===== src/rtl/fifo_ctrl.sv =====
// rtl/fifo_ctrl.sv - FIFO pointer, occupancy and status-flag controller
// Drives an external array with async read; pointers, count and flags are registered.
module fifo_ctrl #(
  parameter int ADDR_WIDTH = 3,
  parameter int AF_LEVEL   = 6,
  parameter int AE_LEVEL   = 2
) (
  input  logic                  clk,
  input  logic                  rst_n,
  input  logic                  wr,
  input  logic                  rd,
  input  logic                  clr_err,
  output logic                  w_en,
  output logic [ADDR_WIDTH-1:0] w_addr,
  output logic [ADDR_WIDTH-1:0] r_addr,
  output logic                  full,
  output logic                  empty,
  output logic                  almost_full,
  output logic                  almost_empty,
  output logic [ADDR_WIDTH:0]   count,
  output logic                  overflow,
  underflow
);

  localparam logic [ADDR_WIDTH:0] DEPTH_C = {1'b1, {ADDR_WIDTH{1'b0}}};
  localparam logic [ADDR_WIDTH:0] AF_C    = AF_LEVEL[ADDR_WIDTH:0];
  localparam logic [ADDR_WIDTH:0] AE_C    = AE_LEVEL[ADDR_WIDTH:0];
  localparam logic [ADDR_WIDTH:0] ONE_C   = {{ADDR_WIDTH{1'b0}}, 1'b1};
  localparam logic [ADDR_WIDTH-1:0] PTR_ONE = {{(ADDR_WIDTH-1){1'b0}}, 1'b1};

  logic                push_ok;
  logic                pop_ok;
  logic                ovf_evt;
  logic                udf_evt;
  logic [ADDR_WIDTH:0] count_nxt;

  // A simultaneous read frees the slot being written, so full does not block wr&rd.
  assign push_ok = wr & (~full | rd);
  assign pop_ok  = rd & ~empty;
  assign ovf_evt = wr & full & ~rd;
  assign udf_evt = rd & empty;
  assign w_en    = push_ok & rst_n;

  always_comb begin
    count_nxt = count;
    if (push_ok && !pop_ok)
      count_nxt = count + ONE_C;
    else if (pop_ok && !push_ok)
      count_nxt = count - ONE_C;
  end

  always_ff @(posedge clk or negedge rst_n) begin
    if (!rst_n) begin
      w_addr       <= '0;
      r_addr       <= '0;
      count        <= '0;
      empty        <= 1'b1;
      almost_empty <= 1'b1;
      full         <= 1'b0;
      almost_full  <= 1'b0;
      overflow     <= 1'b0;
      underflow    <= 1'b0;
    end else begin
      if (push_ok) w_addr <= w_addr + PTR_ONE;
      if (pop_ok)  r_addr <= r_addr + PTR_ONE;
      count        <= count_nxt;
      empty        <= (count_nxt == '0);
      full         <= (count_nxt == DEPTH_C);
      almost_full  <= (count_nxt >= AF_C);
      almost_empty <= (count_nxt <= AE_C);
      // A new error in the clearing cycle keeps its flag set.
      overflow     <= (overflow  & ~clr_err) | ovf_evt;
      underflow    <= (underflow & ~clr_err) | udf_evt;
    end
  end

endmodule


===== config.mk =====
export PLATFORM = sky130hd
export DESIGN_NAME = fifo_ctrl
export DESIGN_NICKNAME = d
export VERILOG_FILES = /design/src/rtl/fifo_ctrl.sv
export SDC_FILE = /design/constraint.sdc
export NUM_CORES = 1
export LEC_CHECK = 0
export ABC_AREA = 1
export CAP_MARGIN = 5
export CORE_MARGIN = 2
export CORE_UTILIZATION = 40
export CTS_CLUSTER_SIZE = 20
export DETAILED_ROUTE_END_ITERATION = 7
export MAX_ROUTING_LAYER = met4
export PLACE_DENSITY = 0.72
export SYNTH_ARGS = -nofsm -noshare
export SYNTH_HDL_FRONTEND = slang
export SYNTH_SLANG_ARGS = --single-unit

===== constraint.sdc =====
create_clock -name clk -period 2.1 [get_ports clk]
set_input_delay 0.315 -clock clk [delete_from_list [all_inputs] [get_ports clk]]
set_output_delay 0.315 -clock clk [all_outputs]
set_load 0.02 [all_outputs]

Word-level counts from Yosys, hierarchy flattened
Cells that the tools add are included.

Bits in registers: 16. Output and inout port bits: 17. Word-level logic and storage cells: 38. Input bits: 5.

Reductions and logical operators: 5. Eq/ne operators: 1. Magnitude comparators: 2. Add/subtract/negate cells: 4. Bitwise logic cells: 15. Multiplexer cells: 2.

Operator list (number): $and A1 B1 Y1 (8); $mux W4 (2); $add A3 B1 Y3 const B (2); $add A4 B1 Y4 const B (1); $eq A4 B4 Y1 const B (1); $ge A4 B3 Y1 const B (1); $le A4 B2 Y1 const B (1); $logic_not A4 Y1 (1); $not A1 Y1 (4); $sub A4 B1 Y4 const B (1); $or A1 B1 Y1 (3); $logic_and A1 B1 Y1 (2); $logic_not A1 Y1 (2).

Depth between registers and ports, before layout
Word-level depth: 8. Depth in mapped cells: 11. Mapped depth without buffers: 11.

Least setup slack after synthesis
Ideal clock, no wire load.

Path kind: reg-to-reg. Start point: register count[0]. End point: register empty. Data required time: 2.033 ns. Setup time: 0.067 ns. Cell stages (with the launch flop): 12. Data arrival time: 1.297 ns. Path slack: 0.735 ns. Buffers on the path: 0. Path through: dfrtp_1 inv_1 ha_1 inv_1 nand2_1 nand2_1 nand2_1 nand2_1 nand2_1 nand2_2 nand3_2 nor2_1.

Longest elaborated chain between the ends: 4.

RTL lines: from (decl) (RTL line 20) `output logic [ADDR_WIDTH:0] count,`; from (signal assigned) (RTL line 66) `count <= count_nxt;`; $sub A4 B1 Y4 (RTL line 49) `count_nxt = count - ONE_C;`; $mux W4 (RTL line 48) `else if (pop_ok && !push_ok)`; $mux W4 * (RTL line 46) `if (push_ok && !pop_ok)`; $logic_not A4 Y1 * (RTL line 67) `empty <= (count_nxt == '0);`; to (signal assigned) (RTL line 67); to (decl) (RTL line 17) `output logic empty,`.

Every way passes the cells marked *; elsewhere a longest branch is shown, timed or not. A chain may end at the register's enable or synchronous reset.

Worst setup path after layout
Start point: register empty. End point: output port empty.

No word-level cell between the ends.

==> reports/summary.json <==
{
  "nFillCells": {"value": 189},
  "setup-tns-final": {"value": 0, "unit": "ns"},
  "die_area": {"value": 2420, "unit": "um^2"},
  "proportion_of_register_bits_with_asynchronous_set_or_reset_after_synthesis": {"value": 100.0, "unit": "%"},
  "gr-usage-met2": {"value": 24.77, "unit": "%"},
  "critical_path_slowest_stage_cell": {"value": "sky130_fd_sc_hd__clkdlybuf4s50_1"},
  "synthMostInstantiatedCell": {"value": "sky130_fd_sc_hd__nand2_1"},
  "die_x": {"value": 49.20, "unit": "um"},
  "first_global_vias": {"value": 680},
  "yosys_register_bits": {"value": 16},
  "finalWorstSetupSlack": {"value": 0.3425, "unit": "ns"},
  "cts.sinks": {"value": 16},
  "final_slew_violations": {"value": 0},
  "detail_route.vias_per_cell": {"value": 4.584},
  "worst_setup_path_startpoint": {"value": "empty"},
  "crit_fanout": {"value": 3},
  "worst_ir_drop_vdd": {"value": 0.0008632, "unit": "V"},
  "static_leakage": {"value": 0.5793, "unit": "nW"},
  "total_inserted_antenna_cells": {"value": 0},
  "finished_core_util": {"value": 58.57, "unit": "%"},
  "signal_arrival_time_at_the_worst_endpoint": {"value": 1.44, "unit": "ns"},
  "coreArea": {"value": 1942, "unit": "um^2"},
  "synth_top_cells_by_area": {"value": "sky130_fd_sc_hd__dfrtp_1 (43%), sky130_fd_sc_hd__nand2_1 (13%), sky130_fd_sc_hd__inv_1 (6.9%)"},
  "tritoncts": {"value": "built"},
  "synth_enable_flop_cells": {"value": 0},
  "cts_inserted_buffers": {"value": 3},
  "r2r-start": {"value": "empty"},
  "grt_pass1_wl": {"value": 2932, "unit": "um"},
  "synth.top_cell.area_share": {"value": 42.88, "unit": "%"},
  "worstRegToRegCells": {"value": 8},
  "start_util": {"value": 42.07, "unit": "%"},
  "finalCriticalPeriod": {"value": 1.757, "unit": "ns"},
  "drt_drc_violations_left": {"value": 0},
  "final.period_utilization": {"value": 83.69, "unit": "%"},
  "layout-area-overhead-vs-synth": {"value": 39.20, "unit": "%"},
  "power_density": {"value": 1419, "unit": "nW/um^2"},
  "switching_power": {"value": 668.3, "unit": "uW"},
  "track_usage": {"value": 16.05, "unit": "%"},
  "synth.yosys.seq_area_share": {"value": 49.31, "unit": "%"},
  "worst_r2r_endpoint": {"value": "almost_empty"},
  "timing.hold.worst.class": {"value": "in2async"},
  "sequentialPowerShare": {"value": 34.4, "unit": "%"},
  "cp_cell_sequence": {"value": "clkdlybuf4s50_1"},
  "synth_cell_type_count": {"value": 17},
  "placementRows": {"value": 16},
  "criticalPathCategory": {"value": "reg2out"},
  "worstSetupPathDepth": {"value": 1},
  "rsz0062_at_grt": {"value": "false"},
  "worst_slew_margin": {"value": 84.97, "unit": "%"},
  "ff_latch_area": {"value": 402.9, "unit": "um^2"},
  "clock_tree.buffer_depth": {"value": 2},
  "finalClockSkew": {"value": 0.002334, "unit": "ns"},
  "synth_cells": {"value": 97},
  "max_incr_delay_on_cp": {"value": 0.60, "unit": "ns"},
  "synth.yosys.warnings": {"value": 0},
  "ff2ff_setup_slack": {"value": 0.68, "unit": "ns"},
  "portBuffers": {"value": 21},
  "fraction_of_power_consumed_by_the_clock_network": {"value": 12.6, "unit": "%"},
  "drtIter0Drc": {"value": 9},
  "post_synth_most_frequent_cells": {"value": "sky130_fd_sc_hd__nand2_1 (29), sky130_fd_sc_hd__inv_1 (15), sky130_fd_sc_hd__dfrtp_1 (14), sky130_fd_sc_hd__nand3_1 (8), sky130_fd_sc_hd__nor2_1 (6)"},
  "gp_routability_congestion": {"value": 0.7952},
  "drt-pass1-iter-count": {"value": 4},
  "layout-drive-gt1-share": {"value": 15.75, "unit": "%"},
  "nets": {"value": 137},
  "gr-usage-met3": {"value": 3.067, "unit": "%"},
  "fp.dieH": {"value": 49.20, "unit": "um"},
  "pre_cts_ws": {"value": 0.05186, "unit": "ns"},
  "cts_setup_buffers": {"value": 0},
  "route.final.wire_length": {"value": 1663, "unit": "um"},
  "final-hold-violation-count": {"value": 0},
  "vias": {"value": 706},
  "setup_viol_count_final": {"value": 0},
  "postSynthNetCount": {"value": 106},
  "grt_max_degree": {"value": 17},
  "path_delay_family": {"value": "buffers and inverters"},
  "number_of_antenna_violations_at_the_first_check_in_global_routing": {"value": 0},
  "hpwlAfterDp": {"value": 1296, "unit": "um"},
  "grt-busiest-layer": {"value": "met2"},
  "internal_power": {"value": 946.0, "unit": "uW"},
  "clkLatencyLatePin": {"value": 0.29, "unit": "ns"},
  "synth_top_flop_cell": {"value": "sky130_fd_sc_hd__dfrtp_1"},
  "postSynthAreaPerCell": {"value": 8.423, "unit": "um^2"},
  "power.share.combinational": {"value": 53.0, "unit": "%"},
  "post_synth_design_cell_area": {"value": 817.0, "unit": "um^2"},
  "critical_path_required": {"value": 1.78, "unit": "ns"},
  "end_kind": {"value": "output pin"},
  "worst_setup_path_endpoint": {"value": "empty"},
  "clockRootBuffer": {"value": "sky130_fd_sc_hd__clkbuf_4"},
  "boundaryPins": {"value": 22},
  "outcome": {"value": "complete, no violations"},
  "clock_edge_transition_at_the_registers_on_the_reported_setup_and_hold_paths": {"value": 0.09, "unit": "ns"},
  "synth_largest_area_cell": {"value": "sky130_fd_sc_hd__dfrtp_1"},
  "grt_remaining_overflow": {"value": 0},
  "crit_path_start_kind": {"value": "register"},
  "htree_levels": {"value": 1},
  "multi_input_area": {"value": 354.1, "unit": "um^2"},
  "path_buf_inv": {"value": 1},
  "final_antenna_net_count": {"value": 0},
  "max-cap-violations": {"value": 0},
  "worst-slew-pin-transition": {"value": 0.2248, "unit": "ns"},
  "fmax": {"value": 0.5690, "unit": "GHz"},
  "grtUsageMet1": {"value": 21.02, "unit": "%"},
  "drt-wirelength-per-cell": {"value": 10.80, "unit": "um"},
  "netSwitchingFraction": {"value": 41.40, "unit": "%"}
}
## layout make-up
type / count / area share, %
clock buffers: 4 / 3.190
repair buffers: 26 / 22.00
inverters: 16 / 5.281
well taps: 27 / 2.970
flip-flops and latches: 16 / 35.42
multi-input cells: 65 / 31.13
## routing by layer
metal,vias to the layer above,wire length [um]
met5,-,0
met4,0,31
met3,5,93
met2,24,771
met1,320,767
li1,357,-
## flip-flops by register name (all words and copies together), names as in the netlist
name	flops
count	4
r_addr	3
w_addr	3
almost_empty	1
almost_full	1
empty	1
full	1
overflow	1
underflow	1
## layout by cell type (no fill, tap or decap), drive strengths merged
cell type,count
nand2,33
clkdlybuf4s50,20
inv,16
dfrtp,14
nand3,10
nor2,7
xnor2,5
buf,5
ha,4
clkbuf,4
o22ai,2
dfstp,2
a21oi,1
nor3,1
nand4,1
o21ai,1
dlymetal6s2s,1
## power groups by stage
stage               Sequential, mW  Combinational, mW  Clock [mW]
floorplan                    0.704              0.360           0
global placement             0.557              0.846           0
detailed placement           0.564              0.860           0
CTS                          0.558              0.865       0.212
global route                 0.572              0.948       0.222
finish                       0.555              0.856       0.204
## worst min path at each step
| stage | startpoint | endpoint | depth (start not counted) |
|---|---|---|---|
| floorplan | rst_n | almost_full | 0 |
| global placement | w_addr[2] | w_addr[2] | 1 |
| detailed placement | r_addr[2] | r_addr[2] | 1 |
| CTS | rst_n | overflow | 2 |
| global route | rst_n | overflow | 2 |
| finish | rst_n | overflow | 2 |
## timing repair
action,CTS,global route
gates resized for setup,0,1
hold buffers,0,0
endpoints found under the setup margin,0,1
## logic make-up after synthesis
group                    after synthesis  synth area share [%]
buffers and inverters                 16                 7.350
AO/OA/AOI/OAI                          4                 3.215
AND/OR/NAND/NOR                       52                 28.64
adder cells (fa/ha/maj)                4                 6.126
flip-flops                            16                 49.31
XOR/XNOR                               5                 5.360
## per-stage QoR
| stage | cells | cell area [um^2] | power (mW) | hold slack (ns) |
|---|---|---|---|---|
| floorplan | 97 | 817.0 | 1.063 | 0.01941 |
| global placement | 150 | 1099 | 1.403 | 0.4597 |
| detailed placement | 150 | 1099 | 1.424 | 0.4687 |
| CTS | 154 | 1135 | 1.635 | 0.3967 |
| global route | 154 | 1137 | 1.743 | 0.4123 |
| finish | 154 | 1137 | 1.614 | 0.3878 |
Note: power is estimated with default switching activity, not from simulation.
